<file path="config.mk">
export PLATFORM = sky130hd
export DESIGN_NAME = prv_trap_sequencer
export DESIGN_NICKNAME = d
export VERILOG_FILES = /design/src/rtl/prv_trap_pkg.sv /design/src/rtl/prv_trap_select.sv /design/src/rtl/prv_trap_sequencer.sv
export SDC_FILE = /design/constraint.sdc
export NUM_CORES = 1
export LEC_CHECK = 0
export CAP_MARGIN = 20
export CELL_PAD_IN_SITES_DETAIL_PLACEMENT = 0
export CELL_PAD_IN_SITES_GLOBAL_PLACEMENT = 1
export CORE_MARGIN = 1.5
export CORE_UTILIZATION = 24
export CTS_CLUSTER_SIZE = 16
export DETAILED_ROUTE_END_ITERATION = 8
export GPL_ROUTABILITY_DRIVEN = 0
export PLACE_DENSITY_LB_ADDON = 0.25
export SLEW_MARGIN = 15
export SYNTH_ARGS = -nofsm -noshare
export SYNTH_HDL_FRONTEND = slang
export SYNTH_SLANG_ARGS = --single-unit
</file>
<file path="constraint.sdc">
create_clock -name CLK -period 3.2 [get_ports CLK]
set_clock_uncertainty 0.15 [all_clocks]
set_input_delay 0.32 -clock CLK [delete_from_list [all_inputs] [get_ports CLK]]
set_output_delay 0.32 -clock CLK [all_outputs]
set_load 0.02 [all_outputs]
</file>
<file path="src/rtl/prv_trap_pkg.sv">
// Shared types for the privileged trap sequencer: FSM states, the captured trap
// record, and the xtvec mode encoding.
package prv_trap_pkg;

    localparam int CAUSE_W_DEF = 5;
    localparam int XLEN_DEF    = 32;

    // xtvec[1:0] value that selects vectored interrupt dispatch
    localparam logic [1:0] TVEC_MODE_VECTORED = 2'b01;

    typedef enum logic [2:0] {
        IDLE,
        FLUSH,
        XFLUSH,
        COMMIT,
        XCOMMIT,
        REDIRECT
    } trap_state_t;

    // Record widths track the package defaults; an instance overriding XLEN or
    // CAUSE_W must be paired with matching defaults here.
    typedef struct packed {
        logic                   is_int;
        logic [CAUSE_W_DEF-1:0] cause;
        logic [XLEN_DEF-1:0]    epc;
        logic [XLEN_DEF-1:0]    tval;
    } trap_rec_t;

endpackage

</file>
<file path="src/rtl/prv_trap_select.sv">
// Combinational precedence picker: oldest exception first, then the
// highest-index pending interrupt when interrupts are globally enabled.
module prv_trap_select
    import prv_trap_pkg::*;
#(
    parameter int NUM_SRC = 3,
    parameter int NUM_INT = 3,
    parameter int CAUSE_W = CAUSE_W_DEF,
    parameter int XLEN    = XLEN_DEF
) (
    input  logic [NUM_SRC-1:0]         src_valid,
    input  logic [NUM_SRC*CAUSE_W-1:0] src_cause,
    input  logic [NUM_SRC*XLEN-1:0]    src_epc,
    input  logic [NUM_SRC*XLEN-1:0]    src_tval,
    input  logic [NUM_INT-1:0]         int_pending,
    input  logic                       int_global_en,
    input  logic [NUM_INT*CAUSE_W-1:0] int_cause,
    input  logic [XLEN-1:0]            commit_pc,
    output trap_rec_t                  rec,
    output logic                       valid
);

    // Later assignments override earlier ones, so the loop order encodes the
    // precedence: interrupts ascend (highest index wins), exceptions descend
    // (lowest index wins) and are applied last so they beat any interrupt.
    always_comb begin
        // NOTE: every output gets a default first, so no path infers a latch.
        rec   = '0;
        valid = 1'b0;
        if (int_global_en) begin
            for (int i = 0; i < NUM_INT; i++) begin
                if (int_pending[i]) begin
                    rec.is_int = 1'b1;
                    rec.cause  = int_cause[i*CAUSE_W +: CAUSE_W];
                    rec.epc    = commit_pc;
                    rec.tval   = '0;
                    valid      = 1'b1;
                end
            end
        end
        for (int i = NUM_SRC - 1; i >= 0; i--) begin
            if (src_valid[i]) begin
                rec.is_int = 1'b0;
                rec.cause  = src_cause[i*CAUSE_W +: CAUSE_W];
                rec.epc    = src_epc[i*XLEN +: XLEN];
                rec.tval   = src_tval[i*XLEN +: XLEN];
                valid      = 1'b1;
            end
        end
    end

endmodule

</file>
<file path="src/rtl/prv_trap_sequencer.sv">
// Trap/xRET sequencer: picks one trap, flushes the pipeline, strobes the CSR
// update, then redirects fetch and waits for the fetch handshake.
module prv_trap_sequencer
    import prv_trap_pkg::*;
#(
    parameter int NUM_SRC = 3,
    parameter int NUM_INT = 3,
    parameter int CAUSE_W = CAUSE_W_DEF,
    parameter int XLEN    = XLEN_DEF
) (
    input  logic                       CLK,
    input  logic                       nRST,
    input  logic [NUM_SRC-1:0]         src_valid,
    input  logic [NUM_SRC*CAUSE_W-1:0] src_cause,
    input  logic [NUM_SRC*XLEN-1:0]    src_epc,
    input  logic [NUM_SRC*XLEN-1:0]    src_tval,
    input  logic [NUM_INT-1:0]         int_pending,
    input  logic                       int_global_en,
    input  logic [NUM_INT*CAUSE_W-1:0] int_cause,
    input  logic [XLEN-1:0]            commit_pc,
    input  logic                       mret,
    input  logic                       sret,
    input  logic [XLEN-1:0]            xtvec,
    input  logic [XLEN-1:0]            xepc,
    input  logic                       pipe_drained,
    input  logic                       fetch_ack,
    output logic                       pipe_clear,
    output logic                       insert_pc,
    output logic [XLEN-1:0]            priv_pc,
    output logic                       trap_commit,
    output logic                       trap_is_int,
    output logic [CAUSE_W-1:0]         trap_cause,
    output logic [XLEN-1:0]            trap_epc,
    output logic [XLEN-1:0]            trap_tval,
    output logic                       xret_commit,
    output logic                       busy
);

    trap_state_t     state_q, state_d;
    trap_rec_t       rec_q, rec_d;
    logic [XLEN-1:0] target_q, target_d;

    trap_rec_t       sel_rec;
    logic            sel_valid;
    logic [XLEN-1:0] tvec_base;
    logic [XLEN-1:0] tvec_target;

    prv_trap_select #(
        .NUM_SRC (NUM_SRC),
        .NUM_INT (NUM_INT),
        .CAUSE_W (CAUSE_W),
        .XLEN    (XLEN)
    ) u_select (
        .src_valid     (src_valid),
        .src_cause     (src_cause),
        .src_epc       (src_epc),
        .src_tval      (src_tval),
        .int_pending   (int_pending),
        .int_global_en (int_global_en),
        .int_cause     (int_cause),
        .commit_pc     (commit_pc),
        .rec           (sel_rec),
        .valid         (sel_valid)
    );

    // Vectored dispatch applies to interrupts only; the add wraps at XLEN.
    always_comb begin
        tvec_base   = {xtvec[XLEN-1:2], 2'b00};
        tvec_target = tvec_base;
        if (xtvec[1:0] == TVEC_MODE_VECTORED && rec_q.is_int) begin
            tvec_target = tvec_base + (XLEN'(rec_q.cause) << 2);
        end
    end

    always_comb begin
        state_d     = state_q;
        rec_d       = rec_q;
        target_d    = target_q;
        pipe_clear  = 1'b0;
        insert_pc   = 1'b0;
        trap_commit = 1'b0;
        xret_commit = 1'b0;
        case (state_q)
            IDLE: begin
                if (sel_valid) begin
                    rec_d   = sel_rec;
                    state_d = FLUSH;
                end else if (mret || sret) begin
                    target_d = xepc;
                    state_d  = XFLUSH;
                end
            end
            FLUSH: begin
                pipe_clear = 1'b1;
                if (pipe_drained) state_d = COMMIT;
            end
            XFLUSH: begin
                pipe_clear = 1'b1;
                if (pipe_drained) state_d = XCOMMIT;
            end
            COMMIT: begin
                pipe_clear  = 1'b1;
                trap_commit = 1'b1;
                target_d    = tvec_target;
                state_d     = REDIRECT;
            end
            XCOMMIT: begin
                pipe_clear  = 1'b1;
                xret_commit = 1'b1;
                state_d     = REDIRECT;
            end
            REDIRECT: begin
                pipe_clear = 1'b1;
                insert_pc  = 1'b1;
                if (fetch_ack) state_d = IDLE;
            end
            default: state_d = IDLE;
        endcase
    end

    always_comb begin
        busy        = (state_q != IDLE);
        priv_pc     = (state_q == REDIRECT) ? target_q : '0;
        trap_is_int = rec_q.is_int;
        trap_cause  = rec_q.cause;
        trap_epc    = rec_q.epc;
        trap_tval   = rec_q.tval;
    end

    // NOTE: state uses non-blocking assignments; reset is sampled on the clock
    // edge and also clears the capture registers so outputs read 0 after reset.
    always_ff @(posedge CLK) begin
        if (!nRST) begin
            state_q  <= IDLE;
            rec_q    <= '0;
            target_q <= '0;
        end else begin
            state_q  <= state_d;
            rec_q    <= rec_d;
            target_q <= target_d;
        end
    end

endmodule
</file>
# [Word level (Yosys, flattened, before mapping)]
# Cells that the tools add are included.
[totals] regBits=105 inputBits=331 output_inout_bits=107 word_cells=58
[op_classes] addsub=1 eq_ne=12 mux=29 reduce_logical=10
[op_table] cell="two-way mux 70 bit" n=7
[op_table] cell="two-way mux 32 bit" n=4
[op_table] cell="case mux 32 bit (2 select lines)" n=1
[op_table] cell="adder 32 x 7 -> 32 bit" n=1
[op_table] cell="two-way mux 3 bit" n=5
[op_table] cell="case mux 3 bit (5 select lines)" n=1
[op_table] cell="two-way mux 1 bit" n=11
[op_table] cell="!= test 2 bit, second input constant" n=5
[op_table] cell="== test 3 x 2 -> 1 bit, second input constant" n=2
[op_table] cell="== test 3 bit, second input constant" n=2
[op_table] cell="OR reduction 5 bit" n=1
[op_table] cell="AND reduction 4 bit" n=1
[op_table] cell="== test 3 x 1 -> 1 bit, second input constant" n=1
[op_table] cell="zero test 3 bit" n=1
[op_table] cell="!= test 3 bit, second input constant" n=1
[op_table] cell="AND reduction 3 bit" n=1
[op_table] cell="nonzero test 3 bit" n=1
[op_table] cell="== test 2 x 1 -> 1 bit, second input constant" n=1
[op_table] cell="AND reduction 2 bit" n=1
[op_table] cell="nonzero test 2 bit" n=1
[op_table] cell="OR reduction 2 bit" n=1
[op_table] cell="logical AND 1 bit" n=1
[op_table] cell="logical OR 1 bit" n=1

# [Depth between registers and ports, before layout]
# Gate-level depths: netlist of the first run.
[depth] ltp_word=9 depth_mapped=9 ltp_nobuf=7

# [Modules after synthesis]
# From an unflattened synthesis of the first run, not the netlist that was laid out.
[unflattened] cells_unflattened=920 hier_area_um2=6812.8
[modules_own_cells] module="prv_trap_sequencer" instances=1 cells_each=658 area_each_um2=5091.1 seq_area_each_um2=2102.0
[modules_own_cells] module="prv_trap_select" instances=1 cells_each=262 area_each_um2=1721.7 seq_area_each_um2=0.0

# [Least setup slack after synthesis of the first run]
# No wires, ideal clock.
[synth_timing] path_kind="reg2reg" startpoint="register rec_q, in the netlist trap_cause[0]" endpoint="register target_q[20]" setup_ps=86 arrival_ps=2235 required_ps=2964 slack_ps=729 path_stages_with_launch=9 path_buffers=1 period_less_slack_ps=2471 path_cell_list="dfxtp_1 -> ha_1 -> fa_1 -> a211oi_1 -> o21ba_2 -> clkbuf_1 -> nor4_1 -> xnor2_1 -> a211oi_1"
[synth_via] elab_chain_len=3
[synth_lines] element="start: declaration" line_no="prv_trap_sequencer.sv:40" text="trap_rec_t rec_q, rec_d;"
[synth_lines] element="start signal: assignment" line_no="prv_trap_sequencer.sv:139" text="rec_q <= rec_d;"
[synth_lines] element="adder 32 x 7 -> 32 bit" line_no="prv_trap_sequencer.sv:71" text="tvec_target = tvec_base + (XLEN'(rec_q.cause) << 2);"
[synth_lines] element="two-way mux 32 bit" line_no="prv_trap_sequencer.sv:70" text="if (xtvec[1:0] == TVEC_MODE_VECTORED && rec_q.is_int) begin"
[synth_lines] element="case mux 32 bit (2 select lines)" line_no="prv_trap_sequencer.sv:83" text="case (state_q)"
[synth_lines] element="end signal: assignment" line_no="prv_trap_sequencer.sv:140" text="target_q <= target_d;"
[synth_lines] element="end: declaration" line_no="prv_trap_sequencer.sv:41" text="logic [XLEN-1:0] target_q, target_d;"
# No other way between the ends.
# A chain may end at the register's enable or synchronous reset.

# [Worst setup path in the final report of the first run]
[layout_timing] startpoint="register state_q[0]" endpoint="output port priv_pc[31]"
[layout_via] elab_chain_len=2
[layout_lines] element="start: declaration" line_no="prv_trap_sequencer.sv:39" text="trap_state_t state_q, state_d;"
[layout_lines] element="start signal: assignment" line_no="prv_trap_sequencer.sv:138" text="state_q <= state_d;"
[layout_lines] element="== test 3 bit" line_no="prv_trap_sequencer.sv:123" text="priv_pc = (state_q == REDIRECT) ? target_q : '0;"
[layout_lines] element="two-way mux 32 bit" line_no="prv_trap_sequencer.sv:123"
[layout_lines] element="end: declaration" line_no="prv_trap_sequencer.sv:29" text="output logic [XLEN-1:0] priv_pc,"
# No other way between the ends.

==> results.toml, run 1 <==
[route]
routed-via-count = 8096
drcViolationCount = 0
violation_count_after_the_first_detailed_route_iteration = 476
detail_route.wirelength_mm = 30.6
viasPerCell = 5.00
detailedRoute.firstPassIterationCount = 5
route.antenna.remaining_nets = 0
detail_route.wl_per_cell_um = 18.9

[logic_synthesis]
async_flop_share = 0
postSynthCellCount = 883
yosys_register_bits = 105
postSynth.topFlopCell = "sky130_fd_sc_hd__dfxtp_1"
yosysWarningCount = 0
synth_edf_count = 0
synth_fp_nets = 1220
mappedNetlistArea_um2 = 6570
synth_cell_type_count = 56
synth_sequential_area_ratio = 0.320
mapped_avg_cell_area_um2 = 7.44

[cells_and_area]
layout.filler_cells = 2790
drive_above_1_share = 0.0517
design.final.nets = 1609
multi_input_gate_area_in_the_final_layout_um2 = 4100
area.growth.synth_to_final_pct = 75.3
final_core_util = 0.428
fin_cells = 1618
num_antenna_cells = 0
regArea_um2 = 2100
post-route-cell-area_um2 = 11500

[critical_path]
critical_path.reg2reg.startpoint = "trap_cause[0]$_SDFFE_PN0P_"
startpoint_type = "flop"
cp_data_arrival_time_ns = 2.24
crit_type = "flop to output port"
setup.worst_path.end_class = "output port"
critical_path_required_ns = 2.73
setup.worst_path.start = "state_q[0]$_SDFFE_PN0P_"
worstRegToRegCells = 7
critical_path.max_fanout = 33

[floorplanning]
die_height_um = 168
starting_density = 0.244
design.die.area_um2 = 28400
die_w_um = 168
design.portCount = 438
coreArea_um2 = 26900
number_of_rows_in_the_core_area = 60

[outcome]
outcome = "finished clean"

[timing]
fmaxAchievable_mhz = 369
grt_setup_unrepaired = "false"
finalSetupViolations = 0
drv_slew = 0
timing.final.hold_violations = 0
setup-tns-final_ns = 0
final_hold_slack_ns = 0.288
layout_worst_path_cycle_share = 0.847
finalCriticalPeriod_ns = 2.71
worstMarginPinSlew_ns = 0.646
slew_headroom = 0.569

[power_and_ir_drop]
power.net_switching_w = 0.00144
pwr-share-seq = 0.363
power-per-cell-area_nw_per_um2 = 372
vdd_drop_max_v = 0.000208
internal_power_w = 0.00284
total_leakage_power_nw = 4.10
clkPwrFrac = 0.249
portion_of_total_power_attributed_to_combinational_logic = 0.388
swShare = 0.337

[place]
dp_cells = 1602
dpl-instance-area_um2 = 11200
buffer_ports.inserted = 437
dp_hpwl_mm = 23.7

[global_route]
grtUsageMet2 = 0.368
grt_pass1_wl_mm = 45.5
grt_use_met3 = 0.0480
vias_in_the_first_global_route = 7648
grt_start_max_net_pins = 126
grt.overflow.total = 0
groute.usage.overall = 0.209
grt_util_met1 = 0.253
grt_antenna_before_repair = 2
grt_busiest_layer = "met2"

[clock_network]
cts.root.buffer_cell = "sky130_fd_sc_hd__clkbuf_16"
tritoncts_buffer_count = 9
htree_levels = 3
postCtsHoldBufs = 0
cts-resized-gates = 0
clock_sinks = 105
cts_tree = "yes"
clk_pin_slew_ns = 0.08
clock_insertion_delay_at_the_later_pin_of_the_skew_report_ns = 0.35
cts_max_path_buffers = 2
cts_setup_buffers = 0

[run]
cap_violations = 0

[hold_path]
worstHoldPathType = "input pin to flop"
hp-start = "src_valid[1]"
hold_path_depth = 3
-- cell usage after synthesis (6+ instances only) --
master | count | share of area
sky130_fd_sc_hd__nand3_1 | 12 | 0.0091
sky130_fd_sc_hd__a211oi_1 | 43 | 0.049
sky130_fd_sc_hd__xor2_1 | 7 | 0.0093
sky130_fd_sc_hd__nor2_1 | 81 | 0.046
sky130_fd_sc_hd__buf_2 | 7 | 0.0053
sky130_fd_sc_hd__or4_1 | 8 | 0.0091
sky130_fd_sc_hd__a21oi_1 | 56 | 0.043
sky130_fd_sc_hd__mux2_2 | 11 | 0.019
sky130_fd_sc_hd__a22oi_1 | 74 | 0.085
sky130_fd_sc_hd__and2_1 | 36 | 0.034
sky130_fd_sc_hd__a31oi_1 | 9 | 0.0086
sky130_fd_sc_hd__a221oi_1 | 37 | 0.049
sky130_fd_sc_hd__o21ai_0 | 67 | 0.051
sky130_fd_sc_hd__o31ai_1 | 7 | 0.0080
sky130_fd_sc_hd__dfxtp_1 | 105 | 0.32
sky130_fd_sc_hd__nand2_1 | 149 | 0.085
sky130_fd_sc_hd__nor3_1 | 8 | 0.0061
sky130_fd_sc_hd__or3_1 | 7 | 0.0067
sky130_fd_sc_hd__clkbuf_1 | 66 | 0.038
sky130_fd_sc_hd__xnor2_1 | 6 | 0.0080
sky130_fd_sc_hd__and3_1 | 17 | 0.016
-- cells by family (layout without fill, tap and decap cells) --
family | after synthesis | count (layout) | synth area share
DFF | 105 | 105 | 0.320
xor gates and xnor gates | 13 | 13 | 0.0173
muxes | 16 | 16 | 0.0272
buffers and inverters | 89 | 483 | 0.0579
AOI/OAI and AO/OA | 311 | 311 | 0.318
adders and majority gates | 6 | 6 | 0.0126
and+or+nand+nor | 343 | 343 | 0.247
-- path summary, 6_finish.rpt --
| check | end | slack (ns) |
|---|---|---|
| worst min register to register | trap_tval[13]$_SDFFE_PN0P_ | 0.30 |
| worst min-delay path | trap_is_int$_SDFFE_PN0P_ | 0.29 |
| worst max register to register | target_q[20]$_SDFFE_PN0P_ | 0.68 |
| worst max-delay path | priv_pc[31] | 0.49 |
-- cell type report --
type / instances / area share
tap: 341 / 0.0371
sequential: 105 / 0.183
timing repair buffer: 461 / 0.398
clock inverter: 5 / 0.00337
multi-input combinational: 689 / 0.356
clock buffer: 11 / 0.0202
inverter: 6 / 0.00196
-- routing by layer --
layer  vias to the layer above  part of all wire
li1                       4020                 -
met1                      3738              0.42
met2                       302              0.49
met3                        32             0.065
met4                         4             0.022
met5                         -            0.0011
-- worst max-delay path, stage by stage, from the launching register on --
cell                              delay (ns)
sky130_fd_sc_hd__dfxtp_1                0.56
sky130_fd_sc_hd__nand2_1                0.11
sky130_fd_sc_hd__nor2_2                 0.08
sky130_fd_sc_hd__buf_4                  0.28
sky130_fd_sc_hd__and2_1                 0.22
sky130_fd_sc_hd__clkdlybuf4s50_1        0.61
-- metrics by stage --
step	power (W)	worst slack (ns)
after CTS	0.00435	0.467
final	0.00428	0.490
after floorplan	0.00234	0.729
after detailed placement	0.00326	0.258
after global placement	0.00325	0.279
after global routing	0.00453	0.326
-- power by group through the flow --
| stage | Sequential [W] | Clock, W | Combinational, W |
|---|---|---|---|
| floorplan | 0.00171 | 0 | 0.000633 |
| global placement | 0.00158 | 0 | 0.00167 |
| detailed placement | 0.00159 | 0 | 0.00168 |
| CTS | 0.00156 | 0.00112 | 0.00168 |
| global route | 0.00158 | 0.00115 | 0.00180 |
| finish | 0.00156 | 0.00106 | 0.00166 |
-- placed cells by master (no fill, tap or decap), drive strengths merged, types with 3 or more instances in the layout --
cell           instances
xnor2                  6
mux2                  15
a31oi                  9
a311oi                 5
and3                  17
or3                    7
a22oi                 74
nor3                   9
clkbuf                11
ha                     5
nand3                 12
a221oi                37
inv                    8
a211oi                44
and2                  36
nor2                  81
buf                   26
o31ai                  7
dfxtp                105
clkdlybuf4s50        435
nand4                  5
a21oi                 56
nand2                150
o21ai                 68
xor2                   7
nor4                   4
and4                   3
or4                    9
-- flip-flops by register name, summed over array words and instances, names as in the netlist --
| register | cells |
|---|---|
| target_q | 32 |
| trap_tval | 32 |
| state_q | 3 |
| trap_cause | 5 |
| trap_is_int | 1 |
| trap_epc | 32 |
(Power assumes the default switching activity.)
==> inputs of run 2 (changes only) <==
- clock period: 3.2 -> 2.65 ns (I/O delays scaled with it)
==> results.toml, run 2 (synthesis results as in run 1) <==
[place]
buffer_ports.inserted = 437
dp_hpwl_mm = 24.3
dpl_worst_slack_ns = -0.113

[timing]
layout_worst_path_cycle_share = 0.930
slew_headroom = 0.599
finalSetupViolations = 0
fmaxAchievable_mhz = 406
worstMarginPinSlew_ns = 0.600
timing.final.hold_violations = 0
final_worst_slack_ns = 0.185
grt_setup_unrepaired = "false"
drv_slew = 0
finalCriticalPeriod_ns = 2.47

[critical_path]
startpoint_type = "flop"
worst_r2r_endpoint = "target_q[20]$_SDFFE_PN0P_"
setup.worst_path.end_class = "output port"
worstRegToRegCells = 7
crit_type = "flop to output port"
setup.worst_path.start = "state_q[2]$_SDFFE_PN0P_"
critical_path.max_fanout = 24
critical_path.reg2reg.startpoint = "trap_cause[0]$_SDFFE_PN0P_"
r2r_setup_slack_ns = 0.28
cp_data_arrival_time_ns = 2.05
critical_path_required_ns = 2.24

[hold_path]
holdPathEnd = "trap_is_int$_SDFFE_PN0P_"
hold_path_depth = 4
hp-start = "src_valid[0]"
worstHoldPathType = "input pin to flop"

[cells_and_area]
layout_common_cells = "sky130_fd_sc_hd__clkdlybuf4s50_1, sky130_fd_sc_hd__nand2_1, sky130_fd_sc_hd__dfxtp_1, sky130_fd_sc_hd__nor2_1, sky130_fd_sc_hd__a22oi_1"
layout.cells.most_common = "sky130_fd_sc_hd__clkdlybuf4s50_1"
drive_above_1_share = 0.0750
area.growth.synth_to_final_pct = 80.0
num_antenna_cells = 0
design.final.nets = 1638

[global_route]
grt_antenna_before_repair = 3
grt_busiest_layer = "met2"
grt_util_met1 = 0.248
grt_start_max_net_pins = 139
groute.usage.overall = 0.208
grt_use_met3 = 0.0451
grt.overflow.total = 0
vias_in_the_first_global_route = 7793
grtUsageMet2 = 0.378
grt_pass1_wl_mm = 45.3

[floorplanning]
coreArea_um2 = 26900
die_w_um = 168
design.portCount = 438
number_of_rows_in_the_core_area = 60
design.die.area_um2 = 28400
die_height_um = 168
starting_density = 0.244

[clock_network]
cts.root.buffer_cell = "sky130_fd_sc_hd__clkbuf_16"
clock_insertion_delay_at_the_later_pin_of_the_skew_report_ns = 0.35
cts_max_path_buffers = 2
clk_pin_slew_ns = 0.07
cts_tree = "yes"
clock_sinks = 105
htree_levels = 3
cts_setup_buffers = 0
tritoncts_buffer_count = 9

[route]
drcViolationCount = 0
routed-via-count = 8132
detailedRoute.firstPassIterationCount = 6
viasPerCell = 4.94
violation_count_after_the_first_detailed_route_iteration = 302
detail_route.wl_per_cell_um = 18.6
detail_route.wirelength_mm = 30.6
route.antenna.remaining_nets = 0

[power_and_ir_drop]
total_leakage_power_nw = 4.26
power-per-cell-area_nw_per_um2 = 446
portion_of_total_power_attributed_to_combinational_logic = 0.394
vdd_drop_max_v = 0.000332
power_w = 0.00528
internal_power_w = 0.00349
pwr-share-seq = 0.355
power.net_switching_w = 0.00179
swShare = 0.338
clkPwrFrac = 0.250

[outcome]
outcome = "finished clean"

[run]
cap_violations = 0
## run 2: timing repair
item,in CTS,in global routing
gates resized for setup,0,1
endpoints found under the setup margin,0,23
hold buffers,0,0
## run 2: area by class of cell
| type | instances | area (um2) |
|---|---|---|
| inverters | 6 | 22.5 |
| flip-flops and latches | 105 | 2100 |
| multi-input cells | 689 | 4100 |
| well taps | 341 | 427 |
| repair buffers | 490 | 4890 |
| clock inverters | 7 | 52.6 |
| fillers | 2783 | 15100 |
| clock buffers | 9 | 225 |
## run 2: power groups by stage
stage	registers [W]	clock network [W]	logic, W
2_1_floorplan	0.00206	0	0.000764
3_3_place_gp	0.00191	0	0.00209
3_5_place_dp	0.00191	0	0.00210
4_1_cts	0.00188	0.00138	0.00211
5_1_grt	0.00190	0.00144	0.00225
6_report	0.00187	0.00132	0.00208
## run 2: worst max-delay path: stages (launching register included)
cell and delay [ns]:
sky130_fd_sc_hd__dfxtp_1 0.47, sky130_fd_sc_hd__nand2_1 0.10, sky130_fd_sc_hd__nor2_2 0.11, sky130_fd_sc_hd__buf_4 0.24, sky130_fd_sc_hd__and2_1 0.18, sky130_fd_sc_hd__clkdlybuf4s50_1 0.60
## run 2: how the worst max path moves through the flow
stage	cells after the start	endpoint	slack, ns
floorplan	8	target_q[20]$_SDFFE_PN0P_	0.18
CTS	5	priv_pc[20]	0.04
finish	5	priv_pc[20]	0.18
global placement	8	target_q[20]$_SDFFE_PN0P_	-0.08
global route	5	priv_pc[15]	0.04
detailed placement	8	target_q[20]$_SDFFE_PN0P_	-0.11
## run 2: stage by stage
step | std cells | utilization | TNS (ns) | hold slack (ns) | cell area (um2)
after floorplan | 883 | - | 0 | 0.253 | 6570
after global placement | 1631 | 0.430 | -0.0757 | 0.286 | 11500
after detailed placement | 1631 | 0.430 | -0.537 | 0.295 | 11500
after CTS | 1647 | 0.440 | 0 | 0.217 | 11800
after global routing | 1647 | 0.440 | 0 | 0.264 | 11800
final | 1647 | 0.440 | 0 | 0.232 | 11800
## run 2: layer usage
| metal | wire, um | part of all wire | vias up |
|---|---|---|---|
| met4 | 549 | 0.018 | 6 |
| met5 | 43 | 0.0014 | - |
| met3 | 1830 | 0.060 | 34 |
| li1 | - | - | 4080 |
| met2 | 15500 | 0.51 | 294 |
| met1 | 12700 | 0.41 | 3718 |
